==> src/rtl/alu_pipe.sv <==
// Pipelined ALU with valid/ready handshake: single-cycle logic/arithmetic ops and
// an iterative shift-add multiplier, all results registered together with their flags.
module alu_pipe #(
    parameter int WIDTH = 4
) (
    input  logic             clk,
    input  logic             rst_n,
    input  logic             in_valid,
    output logic             in_ready,
    input  logic [3:0]       opr,
    input  logic [WIDTH-1:0] a,
    input  logic [WIDTH-1:0] b,
    output logic             out_valid,
    input  logic             out_ready,
    output logic [WIDTH-1:0] o,
    output logic             z,
    output logic             c,
    output logic             v,
    output logic             n,
    output logic             err
);

    localparam int CW  = $clog2(WIDTH + 1);
    localparam int MSB = WIDTH - 1;

    localparam logic [3:0] OP_ADD  = 4'd0;
    localparam logic [3:0] OP_SUB  = 4'd1;
    localparam logic [3:0] OP_AND  = 4'd2;
    localparam logic [3:0] OP_OR   = 4'd3;
    localparam logic [3:0] OP_XOR  = 4'd4;
    localparam logic [3:0] OP_NAND = 4'd5;
    localparam logic [3:0] OP_NOR  = 4'd6;
    localparam logic [3:0] OP_XNOR = 4'd7;
    localparam logic [3:0] OP_SHL  = 4'd8;
    localparam logic [3:0] OP_SHR  = 4'd9;
    localparam logic [3:0] OP_RSV0 = 4'd10;
    localparam logic [3:0] OP_RSV1 = 4'd11;
    localparam logic [3:0] OP_INC  = 4'd12;
    localparam logic [3:0] OP_DEC  = 4'd13;
    localparam logic [3:0] OP_MUL  = 4'd14;
    localparam logic [3:0] OP_SLT  = 4'd15;

    typedef enum logic [1:0] {IDLE, MUL, HOLD} state_t;

    state_t               state;
    logic                 rst_sync;
    logic                 accept;
    logic [WIDTH-1:0]     rhs;
    logic [WIDTH:0]       sum;
    logic [WIDTH:0]       dif;
    logic [WIDTH-1:0]     alu_o;
    logic                 alu_c;
    logic                 alu_v;
    logic                 alu_err;
    logic [2*WIDTH-1:0]   mcand;
    logic [2*WIDTH-1:0]   acc;
    logic [WIDTH-1:0]     mplier;
    logic [CW-1:0]        cnt;

    // Reset asserts immediately but releases only on a clock edge, so the FSM
    // never sees a deassertion that races the clock.
    always_ff @(posedge clk or negedge rst_n) begin
        if (!rst_n) begin
            rst_sync <= 1'b0;
        end else begin
            rst_sync <= 1'b1;
        end
    end

    assign in_ready = rst_sync && ((state == IDLE) || ((state == HOLD) && out_ready));
    assign accept   = in_valid && in_ready;

    // NOTE: every output of an always_comb gets a default first; a path that
    // leaves a variable unassigned would otherwise infer a latch.
    always_comb begin
        rhs     = ((opr == OP_INC) || (opr == OP_DEC)) ? WIDTH'(1) : b;
        sum     = {1'b0, a} + {1'b0, rhs};
        dif     = {1'b0, a} - {1'b0, rhs};
        alu_o   = '0;
        alu_c   = 1'b0;
        alu_v   = 1'b0;
        alu_err = 1'b0;
        case (opr)
            OP_ADD, OP_INC: begin
                alu_o = sum[WIDTH-1:0];
                alu_c = sum[WIDTH];
                alu_v = (a[MSB] == rhs[MSB]) && (sum[MSB] != a[MSB]);
            end
            OP_SUB, OP_DEC: begin
                alu_o = dif[WIDTH-1:0];
                alu_c = dif[WIDTH];
                alu_v = (a[MSB] != rhs[MSB]) && (dif[MSB] != a[MSB]);
            end
            OP_AND:  alu_o = a & b;
            OP_OR:   alu_o = a | b;
            OP_XOR:  alu_o = a ^ b;
            OP_NAND: alu_o = ~(a & b);
            OP_NOR:  alu_o = ~(a | b);
            OP_XNOR: alu_o = ~(a ^ b);
            OP_SHL: begin
                alu_o = a << 1;
                alu_c = a[MSB];
            end
            OP_SHR: begin
                alu_o = a >> 1;
                alu_c = a[0];
            end
            OP_RSV0, OP_RSV1: alu_err = 1'b1;
            OP_SLT:  alu_o = WIDTH'(a < b);
            default: alu_o = '0;
        endcase
    end

    // NOTE: sequential state uses non-blocking assignments only, so every
    // register samples the values that existed before the edge.
    always_ff @(posedge clk or negedge rst_sync) begin
        if (!rst_sync) begin
            state     <= IDLE;
            out_valid <= 1'b0;
            o         <= '0;
            z         <= 1'b0;
            c         <= 1'b0;
            v         <= 1'b0;
            n         <= 1'b0;
            err       <= 1'b0;
            mcand     <= '0;
            acc       <= '0;
            mplier    <= '0;
            cnt       <= '0;
        end else begin
            case (state)
                IDLE, HOLD: begin
                    if (accept && (opr == OP_MUL)) begin
                        state     <= MUL;
                        out_valid <= 1'b0;
                        mcand     <= {{WIDTH{1'b0}}, a};
                        mplier    <= b;
                        acc       <= '0;
                        cnt       <= '0;
                    end else if (accept) begin
                        state     <= HOLD;
                        out_valid <= 1'b1;
                        o         <= alu_o;
                        z         <= (alu_o == '0);
                        c         <= alu_c;
                        v         <= alu_v;
                        n         <= alu_o[MSB];
                        err       <= alu_err;
                    end else if ((state == HOLD) && out_ready) begin
                        state     <= IDLE;
                        out_valid <= 1'b0;
                    end
                end
                MUL: begin
                    // WIDTH shift-add iterations, then one cycle to publish the product.
                    if (cnt == CW'(WIDTH)) begin
                        state     <= HOLD;
                        out_valid <= 1'b1;
                        o         <= acc[WIDTH-1:0];
                        z         <= (acc[WIDTH-1:0] == '0);
                        c         <= |acc[2*WIDTH-1:WIDTH];
                        v         <= 1'b0;
                        n         <= acc[MSB];
                        err       <= 1'b0;
                    end else begin
                        if (mplier[0]) begin
                            acc <= acc + mcand;
                        end
                        mcand  <= mcand << 1;
                        mplier <= mplier >> 1;
                        cnt    <= cnt + CW'(1);
                    end
                end
                default: state <= IDLE;
            endcase
        end
    end

endmodule

==> config.mk <==
export PLATFORM = sky130hd
export DESIGN_NAME = alu_pipe
export DESIGN_NICKNAME = d
export VERILOG_FILES = /design/src/rtl/alu_pipe.sv
export SDC_FILE = /design/constraint.sdc
export NUM_CORES = 1
export LEC_CHECK = 0
export ABC_AREA = 0
export CAP_MARGIN = 20
export CORE_UTILIZATION = 61
export CTS_CLUSTER_DIAMETER = 100
export CTS_CLUSTER_SIZE = 20
export DETAILED_ROUTE_END_ITERATION = 6
export PLACE_DENSITY = 0.84
export SYNTH_ARGS = -nofsm -noshare
export SYNTH_HDL_FRONTEND = slang
export SYNTH_SLANG_ARGS = --single-unit
==> constraint.sdc <==
create_clock -name clk -period 3 [get_ports clk]
set_input_delay 0.3 -clock clk [delete_from_list [all_inputs] [get_ports clk]]
set_output_delay 0.3 -clock clk [all_outputs]
set_load 0.05 [all_outputs]
After elaboration in Yosys (flattened, before gate mapping)
Index checks and enable logic that the tools add are counted.
{ "totals": {"register_bits": 36, "in_bits": 16, "word_cells": 127} }
{ "classes": {"add_sub_neg": 4, "n_lt_le_gt_ge": 1, "eq_ne": 29, "muxes": 51, "bitwise_logic": 6, "n_reduce_logical": 23} }
{ "ops": {"columns": ["cell", "n"], "rows": [
  ["one-hot mux 4 bit (11 select lines)", 1],
  ["2-to-1 mux 8 bit", 5],
  ["equality test 4 bit (second input constant)", 8],
  ["one-hot mux 8 bit (2 select lines)", 2],
  ["2-to-1 mux 4 bit", 6],
  ["2-to-1 mux 1 bit", 19],
  ["equality test 4 x 3 -> 1 bit (second input constant)", 4],
  ["one-hot mux 4 bit (2 select lines)", 2],
  ["one-hot mux 1 bit (2 select lines)", 7],
  ["zero test 4 bit", 3],
  ["inequality test 2 bit (second input constant)", 6],
  ["NOT 4 bit", 3],
  ["adder 8 bit", 1],
  ["equality test 4 x 2 -> 1 bit (second input constant)", 2],
  ["2-to-1 mux 2 bit", 4],
  ["AND reduction 4 bit", 2],
  ["OR reduction 2 bit", 4],
  ["logical AND 1 bit", 6],
  ["2-to-1 mux 3 bit", 2],
  ["one-hot mux 3 bit (2 select lines)", 1],
  ["AND reduction 3 bit", 2],
  ["adder 4 x 4 -> 5 bit", 1],
  ["subtractor 4 x 4 -> 5 bit", 1],
  ["bitwise AND 4 bit", 1],
  ["18 further kinds", 21]
]} }

Logic depth before layout (Yosys ltp)
Gate-level depths: netlist of the first run.
{ "depth": {"depth_word": 10, "depth_mapped": 13, "mapped_depth_nobuf": 11} }

Worst setup path after synthesis of the first run
No wires, ideal clock.
{ "synth_path": {"kind": "input to register", "startpoint": "input opr[1]", "endpoint": "register z", "setup_time_ps": 92, "arrival_ps": 2363, "required_ps": 2908, "slack_ps": 545, "stages": 12, "path_cell_list": "buf_2 > buf_2 > nand3b_1 > nand2_1 > ha_1 > inv_1 > fa_1 > mux2_2 > o22ai_1 > nor4_4 > nand3_1 > o31ai_2"} }
{ "synth_between": {"elab_chain_len": 9, "word_cells_on_any_way": 28} }
{ "synth_lines": {"columns": ["item", "line_no", "text"], "rows": [
  ["start: declaration", "10", "input logic [3:0] opr,"],
  ["equality test 4 bit", "76, 83", null],
  ["logical OR 1 bit", "76", "rhs = ((opr == OP_INC) || (opr == OP_DEC)) ? WIDTH'(1) : b;"],
  ["2-to-1 mux 4 bit", "76", null],
  ["subtractor 4 x 4 -> 5 bit / adder 4 x 4 -> 5 bit (equally long branches)", "78, 77", null],
  ["one-hot mux 4 bit (11 select lines)", "83", "case (opr)"],
  ["zero test 4 bit", "144", "z <= (alu_o == '0);"],
  ["2-to-1 mux 1 bit", "140", "end else if (accept) begin"],
  ["2-to-1 mux 1 bit", "133", "if (accept && (opr == OP_MUL)) begin"],
  ["one-hot mux 1 bit (2 select lines)", "131", "case (state)"],
  ["end signal: assignment", "144", null],
  ["end signal: assignment", "160", "z <= (acc[WIDTH-1:0] == '0);"],
  ["end: declaration", "16", "output logic z,"]
]} }
Several ways; a longest one is shown, not always the timed one. The select of a mux whose other input is x is not followed.
A chain may end at the register's enable or synchronous reset.

Worst setup path in the final report of the first run
Ends and elaborated chain as after synthesis.

==> metrics.txt, run 1 <==
# TYPE chip_impl_metric gauge
chip_impl_metric{name="globalRouteOverflowTotal",unit=""} 0
chip_impl_metric{name="ys_ff_latch",unit=""} 35
chip_impl_info{name="timing.rr.start",value="mcand[1]"} 1
chip_impl_info{name="failed_checks",value="DRC"} 1
chip_impl_metric{name="worstSkewPairLatency",unit="ns"} 0.29
chip_impl_metric{name="layout.nets",unit=""} 412
chip_impl_metric{name="grt.total_usage",unit=""} 0.299
chip_impl_metric{name="crit_required",unit="ns"} 3.20
chip_impl_info{name="cp_cell_sequence",value="clkdlybuf4s50_1, nand3b_1, nand2_1, ha_1, fa_1, mux2_2, o22ai_1, nor4_4, nand3_1, o31ai_2"} 1
chip_impl_metric{name="die_height",unit="um"} 70.5
chip_impl_metric{name="timing_hold_violations_final",unit=""} 0
chip_impl_metric{name="period_needed",unit="ns"} 2.54
chip_impl_metric{name="areaGrowthSynthToFinish",unit="%"} 14.3
chip_impl_metric{name="power_leakage",unit="uW"} 0.00152
chip_impl_metric{name="timing.final.max_slew_violations",unit=""} 0
chip_impl_metric{name="cts-resized-gates",unit=""} 0
chip_impl_metric{name="postSynthNetCount",unit=""} 385
chip_impl_info{name="ys_dominant_reg_cell",value="dfrtp_1"} 1
chip_impl_metric{name="globalplace.congestion",unit=""} 0.990
chip_impl_metric{name="power_share_of_the_sequential_group",unit=""} 0.348
chip_impl_metric{name="irDropWorstVdd",unit="V"} 0.000497
chip_impl_metric{name="worst_pin_slew",unit="ns"} 0.590
chip_impl_metric{name="row_count",unit=""} 24
chip_impl_metric{name="placeableCoreArea",unit="um^2"} 4440
chip_impl_metric{name="route.detailed.wl_per_inst",unit="um"} 16.5
chip_impl_metric{name="dp.final_hpwl",unit="um"} 5070
chip_impl_metric{name="n_fill_cell",unit=""} 343
chip_impl_metric{name="proportion_of_synthesized_chip_area_in_sequential_cells",unit=""} 0.306
chip_impl_metric{name="cts_inserted_buffers",unit=""} 5
chip_impl_info{name="crit_type",value="primary input to register"} 1
chip_impl_metric{name="synth_async_sr_flop_share",unit=""} 1.00
chip_impl_metric{name="syn-instance-count",unit=""} 336
chip_impl_metric{name="drc",unit=""} 6
chip_impl_metric{name="internal-power",unit="uW"} 1400
chip_impl_metric{name="reg2regPathDepth",unit=""} 7
chip_impl_metric{name="post_cts_hold_buffer_count",unit=""} 0
chip_impl_metric{name="largest_fanout_on_the_critical_path",unit=""} 5
chip_impl_info{name="cts_tree",value="done"} 1
chip_impl_metric{name="num_vias",unit=""} 2547
chip_impl_metric{name="post_route_cells_drive_above_1_share",unit=""} 0.0797
chip_impl_metric{name="antenna-diode-count",unit=""} 0
chip_impl_metric{name="antenna_violations_before_repair",unit=""} 0
chip_impl_info{name="cts_root_buf",value="clkbuf_8"} 1
chip_impl_metric{name="pwr-share-comb",unit=""} 0.468
chip_impl_metric{name="die_width",unit="um"} 70.5
chip_impl_metric{name="first_iter_violations",unit=""} 215
chip_impl_metric{name="clk_pin_slew_worst_paths",unit="ns"} 0.07
chip_impl_metric{name="dp_worst_setup_slack",unit="ns"} 0.210
chip_impl_metric{name="cts_setup_buffers",unit=""} 0
chip_impl_metric{name="layout.core_utilization",unit=""} 0.737
chip_impl_info{name="timing.rr.end",value="acc[7]"} 1
chip_impl_metric{name="drt-total-wl",unit="um"} 6850
chip_impl_metric{name="route.antenna.remaining_nets",unit=""} 0
chip_impl_info{name="worstSetupEndpointType",value="register"} 1
chip_impl_metric{name="grt_first_pass_wirelength",unit="um"} 11500
chip_impl_info{name="grt_setup_unrepaired",value="no"} 1
chip_impl_metric{name="start_util",unit=""} 0.645
chip_impl_info{name="status",value="complete, but fails checks"} 1
chip_impl_metric{name="drv_cap",unit=""} 0
chip_impl_metric{name="numClockSinks",unit=""} 35
chip_impl_info{name="cp-start-kind",value="primary input"} 1
chip_impl_info{name="layout_commonest_cell",value="nand2_1"} 1
chip_impl_metric{name="power.net_switching",unit="uW"} 985
chip_impl_metric{name="synth_area_per_cell",unit="um^2"} 8.53
chip_impl_metric{name="cp_slowest_stage_delay",unit="ns"} 0.49
chip_impl_metric{name="synth.distinct_cells",unit=""} 58
chip_impl_metric{name="number_of_global_route_vias_before_repair",unit=""} 2430
chip_impl_metric{name="area_enclosed_by_the_die_boundary",unit="um^2"} 4980
chip_impl_metric{name="setup_tns",unit="ns"} 0
chip_impl_info{name="crit_slowest_cell",value="fa_1"} 1
chip_impl_metric{name="setup_viol",unit=""} 0
chip_impl_metric{name="multi_input_gate_area_in_the_final_layout",unit="um^2"} 1780
chip_impl_metric{name="layout.area.seq",unit="um^2"} 876
chip_impl_metric{name="cts-htree-levels",unit=""} 2
chip_impl_metric{name="syn_area",unit="um^2"} 2870
chip_impl_metric{name="number_of_flops_mapped_to_enable_cells_by_yosys",unit=""} 0
chip_impl_info{name="timing.hold.worst.class",value="register to async pin"} 1
chip_impl_metric{name="boundary_pins",unit=""} 27
chip_impl_metric{name="detailedRoute.firstPassIterationCount",unit=""} 7
chip_impl_metric{name="via_per_inst",unit=""} 6.12
chip_impl_metric{name="timing.final.crit_share",unit=""} 0.848
chip_impl_metric{name="switching_share",unit=""} 0.413
chip_impl_metric{name="critical_path_arrival",unit="ns"} 2.75
chip_impl_info{name="commonest_non_fill_non_tap_cells_in_the_layout",value="nand2_1 (54), dfrtp_1 (35), ha_1 (30)"} 1
chip_impl_metric{name="grt_max_degree",unit=""} 33
chip_impl_metric{name="ctsLongestPathBuffers",unit=""} 2
chip_impl_metric{name="slew_headroom",unit=""} 0.604
chip_impl_metric{name="fin_ws",unit="ns"} 0.456
chip_impl_metric{name="overall_power_consumption",unit="uW"} 2380
chip_impl_metric{name="clock_skew",unit="ns"} 0.00841
chip_impl_metric{name="synth-warning-count",unit=""} 0
chip_impl_metric{name="achievable-frequency",unit="MHz"} 393
chip_impl_metric{name="power_density",unit="nW/um^2"} 728
chip_impl_metric{name="setup.reg_to_reg.worst_slack",unit="ns"} 0.82
chip_impl_metric{name="io_buffer_count",unit=""} 26
chip_impl_metric{name="power_frac_clock",unit=""} 0.184
power groups by stage:
stage	Combinational [uW]	Sequential, uW	Clock, uW
after floorplan	735	899	0
after global placement	1040	820	0
after detailed placement	1090	829	0
final	1120	830	439
after global routing	1230	853	470
after CTS	1110	823	444
stage by stage:
stage / instance area [um^2] / cells / hold WS, ns
finish: 3270 / 416 / 0.110
global route: 3270 / 416 / 0.116
CTS: 3270 / 416 / 0.109
detailed placement: 3160 / 408 / 0.109
global placement: 3160 / 408 / 0.0980
floorplan: 2870 / 336 / 0.00441
metal layers:
layer,global-route usage,share of wire,vias to the layer above
li1,-,-,1220
met1,0.415,0.45,1184
met2,0.491,0.46,118
met4,0.0889,0.023,0
met5,0,0,-
met3,0.0442,0.069,25
sequential cells by signal (all words and copies together) (netlist names):
register / flops
c: 1
z: 1
v: 1
o: 3
state: 2
err: 1
mcand: 8
n: 1
out_valid: 1
mplier: 4
acc: 8
rst_sync: 1
cnt: 3
worst max path at each step:
stage | startpoint | endpoint | slack [ns] | depth (start not counted)
after global placement | opr[3] | z | 0.30 | 11
after global routing | opr[1] | z | 0.28 | 11
after detailed placement | opr[1] | z | 0.21 | 10
after CTS | opr[1] | z | 0.46 | 10
after floorplan | opr[1] | z | 0.55 | 12
final | opr[1] | z | 0.46 | 10
worst max-delay path: cells and delay by family:
kind,cells,cell delay (ns)
buffers and inverters,1,0.47
adders and majority gates,2,0.73
muxes,1,0.15
and+or+nand+nor,4,0.79
AOI/OAI and AO/OA,2,0.29
cell type report:
| type | count | area share |
|---|---|---|
| clock buffer | 6 | 0.0252 |
| clock inverter | 2 | 0.0107 |
| inverter | 22 | 0.0252 |
| multi-input combinational | 261 | 0.545 |
| sequential | 35 | 0.267 |
| tap | 52 | 0.0199 |
| timing repair buffer | 38 | 0.107 |
synthesized netlist by cell type (all sizes together), types with 2 or more instances:
library cell,count,area [um^2]
a2111o,2,22.5
a21oi,20,100
a221oi,2,23.8
a2bb2oi,2,17.5
buf,13,105
clkbuf,5,18.8
dfrtp,35,876
fa,3,60.1
ha,30,375
inv,22,82.6
mux2,2,22.5
mux2i,6,60.1
nand2,54,203
nand2b,7,43.8
nand3,8,40.0
nand4b,2,23.8
nor2,26,105
nor2b,9,56.3
nor3,5,36.3
nor3b,2,15.0
o211ai,3,22.5
o21ai,28,140
o21bai,4,30.0
o22ai,9,56.3
o31ai,3,27.5
o41ai,2,17.5
xnor2,7,61.3
xor2,5,43.8
cells by family (layout without fill, tap and decap cells):
kind of cell             after synthesis  after routing  synth area share
other                                  1              1           0.00131
AND/OR/NAND/NOR                      120            120             0.206
buffers and inverters                 40             68            0.0720
multiplexers                           8              8            0.0288
flip-flops                            35             35             0.306
XOR/XNOR                              12             12            0.0367
adder cells (fa/ha/maj)               33             33             0.152
AO/OA/AOI/OAI                         87             87             0.197
No activity file was read; power rests on OpenSTA's default activity.
==> run 2: changes to the inputs <==
Settings changed: CORE_UTILIZATION 61 to 58, PLACE_DENSITY 0.84 to 0.81.
Clock period 3 ns to 2.4 ns, I/O delays scaled along.
==> run 2 against run 1 <==
Effect of this change:
- the run now ends clean
- critical path depth decreased by 1
- sequential share of layout area decreased by 1.3 points
- clock skew about the same
- via count increased by 1.2%
- final cell count increased by 7.2%
- worst setup slack got worse by 0.36 ns
- largest power group unchanged
- highest routed layer unchanged
==> metrics.txt, run 2 (synthesis results as in run 1) <==
# TYPE chip_impl_metric gauge
chip_impl_info{name="status",value="complete, no violations"} 1
chip_impl_metric{name="numClockSinks",unit=""} 35
chip_impl_metric{name="worst_pin_slew",unit="ns"} 0.808
chip_impl_metric{name="dp_worst_setup_slack",unit="ns"} -0.305
chip_impl_metric{name="timing.final.crit_share",unit=""} 0.959
chip_impl_metric{name="die_height",unit="um"} 72.3
chip_impl_metric{name="areaGrowthSynthToFinish",unit="%"} 20.0
chip_impl_metric{name="clock_skew",unit="ns"} 0.00832
chip_impl_info{name="crit_family",value="adder cells"} 1
chip_impl_metric{name="power_density",unit="nW/um^2"} 846
chip_impl_info{name="cts_root_buf",value="clkbuf_8"} 1
chip_impl_metric{name="fin_worst_hold_slack",unit="ns"} 0.0894
chip_impl_metric{name="irDropWorstVdd",unit="V"} 0.000697
chip_impl_metric{name="row_count",unit=""} 25
chip_impl_metric{name="fin_ws",unit="ns"} 0.0992
chip_impl_metric{name="critical_path_arrival",unit="ns"} 2.50
chip_impl_metric{name="achievable-frequency",unit="MHz"} 435
chip_impl_metric{name="dpl.cell_count",unit=""} 438
chip_impl_metric{name="io_buffer_count",unit=""} 26
chip_impl_metric{name="power_leakage",unit="uW"} 0.00162
chip_impl_metric{name="placeableCoreArea",unit="um^2"} 4720
chip_impl_info{name="cp_cell_sequence",value="clkdlybuf4s50_1, inv_1, ha_2, fa_2, mux2_2, o22ai_2, nor4_4, nand3_1, o31ai_2"} 1
chip_impl_metric{name="grt_max_degree",unit=""} 36
chip_impl_metric{name="setup_viol",unit=""} 0
chip_impl_info{name="crit_type",value="primary input to register"} 1
chip_impl_metric{name="power_share_of_the_sequential_group",unit=""} 0.357
chip_impl_metric{name="layout.core_utilization",unit=""} 0.728
chip_impl_metric{name="dp.final_hpwl",unit="um"} 5310
chip_impl_metric{name="cts_inserted_buffers",unit=""} 5
chip_impl_metric{name="timing.final.max_slew_violations",unit=""} 0
chip_impl_metric{name="slew_headroom",unit=""} 0.459
chip_impl_metric{name="route.detailed.wl_per_inst",unit="um"} 15.4
chip_impl_metric{name="globalRouteOverflowTotal",unit=""} 0
chip_impl_metric{name="largest_fanout_on_the_critical_path",unit=""} 4
chip_impl_metric{name="die_width",unit="um"} 72.3
chip_impl_metric{name="antenna_violations_before_repair",unit=""} 0
chip_impl_metric{name="internal-power",unit="uW"} 1680
chip_impl_metric{name="number_of_global_route_vias_before_repair",unit=""} 2451
chip_impl_metric{name="count_of_buffering_cells_on_the_critical_path_with_inverters_included",unit=""} 2
chip_impl_info{name="worstSetupEndpointType",value="register"} 1
chip_impl_info{name="grt_setup_unrepaired",value="no"} 1
chip_impl_metric{name="cts-htree-levels",unit=""} 2
chip_impl_info{name="layout_commonest_cell",value="nand2_1"} 1
chip_impl_metric{name="detailedRoute.firstPassIterationCount",unit=""} 4
chip_impl_metric{name="route.antenna.remaining_nets",unit=""} 0
chip_impl_metric{name="power.net_switching",unit="uW"} 1230
chip_impl_metric{name="area_enclosed_by_the_die_boundary",unit="um^2"} 5230
chip_impl_metric{name="via_per_inst",unit=""} 5.78
chip_impl_info{name="cp-start-kind",value="primary input"} 1
chip_impl_metric{name="post_cts_hold_buffer_count",unit=""} 0
chip_impl_metric{name="ctsLongestPathBuffers",unit=""} 2
chip_impl_metric{name="grt_first_pass_wirelength",unit="um"} 11300
chip_impl_metric{name="timing_hold_violations_final",unit=""} 0
chip_impl_metric{name="drc",unit=""} 0
chip_impl_metric{name="pwr-share-comb",unit=""} 0.496
chip_impl_info{name="commonest_non_fill_non_tap_cells_in_the_layout",value="nand2_1 (52), dfrtp_1 (35), ha_1 (27), buf_4 (27)"} 1
chip_impl_metric{name="globalplace.congestion",unit=""} 0.919
chip_impl_metric{name="clk_pin_slew_worst_paths",unit="ns"} 0.07
chip_impl_metric{name="setup.reg_to_reg.worst_slack",unit="ns"} 0.18
chip_impl_metric{name="reg2regPathDepth",unit=""} 8
chip_impl_info{name="timing.hold.worst.class",value="primary input to async pin"} 1
chip_impl_info{name="crit_start",value="a[0]"} 1
chip_impl_metric{name="power_frac_clock",unit=""} 0.146
chip_impl_metric{name="boundary_pins",unit=""} 27
chip_impl_metric{name="drv_cap",unit=""} 0
chip_impl_metric{name="switching_share",unit=""} 0.423
chip_impl_info{name="regs_by_ff_count",value="acc: 8 flops, mcand: 8 flops, mplier: 4 flops"} 1
chip_impl_metric{name="start_util",unit=""} 0.607
chip_impl_metric{name="worstSkewPairLatency",unit="ns"} 0.29
chip_impl_metric{name="crit_required",unit="ns"} 2.60
chip_impl_metric{name="cp_slowest_stage_delay",unit="ns"} 0.53
chip_impl_metric{name="grt.total_usage",unit=""} 0.281
chip_impl_metric{name="antenna-diode-count",unit=""} 0
chip_impl_metric{name="period_needed",unit="ns"} 2.30
chip_impl_metric{name="layout.nets",unit=""} 428
chip_impl_info{name="timing.rr.start",value="acc[0]"} 1
chip_impl_metric{name="post_route_cells_drive_above_1_share",unit=""} 0.140
chip_impl_metric{name="first_iter_violations",unit=""} 128
chip_impl_metric{name="post_layout_nonfiller_instances",unit=""} 446
chip_impl_metric{name="num_vias",unit=""} 2577
chip_impl_info{name="timing.rr.end",value="acc[6]"} 1
chip_impl_info{name="cts_tree",value="done"} 1
chip_impl_info{name="crit_slowest_cell",value="clkdlybuf4s50_1"} 1
chip_impl_metric{name="drt-total-wl",unit="um"} 6870
run 2: cell count changes in the layout (fill, tap and decap cells not counted), moves of 2 or more:
cell             before  now
buf_4                12   27
dlymetal6s2s_1        0    3
ha_1                 30   27
nand2_1              54   52
buf_12                0    2
ha_2                  0    3
nand2_2               0    2
clkdlybuf4s50_1      26   22
run 2: area by class of cell:
cell class                      count  area (um^2)
Clock buffer                        6         82.6
Clock inverter                      1         5.00
Fill cell                         367         1280
Inverter                           22         82.6
Multi-Input combinational cell    261         1810
Sequential cell                    35          876
Tap cell                           67         83.8
Timing Repair Buffer               54          500
run 2: worst register-to-register path: stages, from the launching register on:
cell	delay [ns]
dfrtp_1	0.42
ha_1	0.24
fa_1	0.42
a21o_1	0.19
a21oi_1	0.24
o21bai_1	0.11
a21oi_1	0.20
xor2_1	0.16
o22ai_1	0.09
run 2: power groups by stage:
stage                     combinational, uW  sequential [uW]  clock, uW
after floorplan                         918             1120          0
after global placement                 1340             1020          0
after detailed placement               1420             1040          0
after CTS                              1430             1030        429
after global routing                   1590             1070        446
final                                  1440             1040        426
run 2: worst max-delay path by stage:
stage | to | depth (start not counted)
3_3_place_gp | z | 11
2_1_floorplan | z | 12
3_5_place_dp | z | 11
5_1_grt | z | 11
6_report | z | 9
4_1_cts | z | 11
run 2: what timing repair did:
| item | 4_1_cts | 5_1_grt |
|---|---|---|
| endpoints found under the setup margin | 1 | 5 |
| buffers inserted | 0 | 1 |
| gates resized for setup | 1 | 11 |
| pin swaps | 0 | 6 |
run 2: stage by stage:
step	instance area (um^2)	power [uW]	TNS, ns
floorplan	2870	2040	0
global placement	3310	2360	-0.685
detailed placement	3310	2460	-1.14
CTS	3400	2900	0
global route	3440	3100	0
finish	3440	2910	0
run 2: layer usage:
layer  part of all wire  GRT usage  up-vias
met5                  0          0        -
met1               0.47      0.398     1206
met4              0.014     0.0719        0
met2               0.45      0.450      105
li1                   -          -     1255
met3              0.067     0.0431       11
==> run 3: changes to the inputs <==
Settings changed: ABC_AREA 0 to unset, CAP_MARGIN 20 to 10, CORE_MARGIN set to 1.
==> results of run 3 <==
Same layout as run 2: the final DEF is identical, and so are final timing and power.
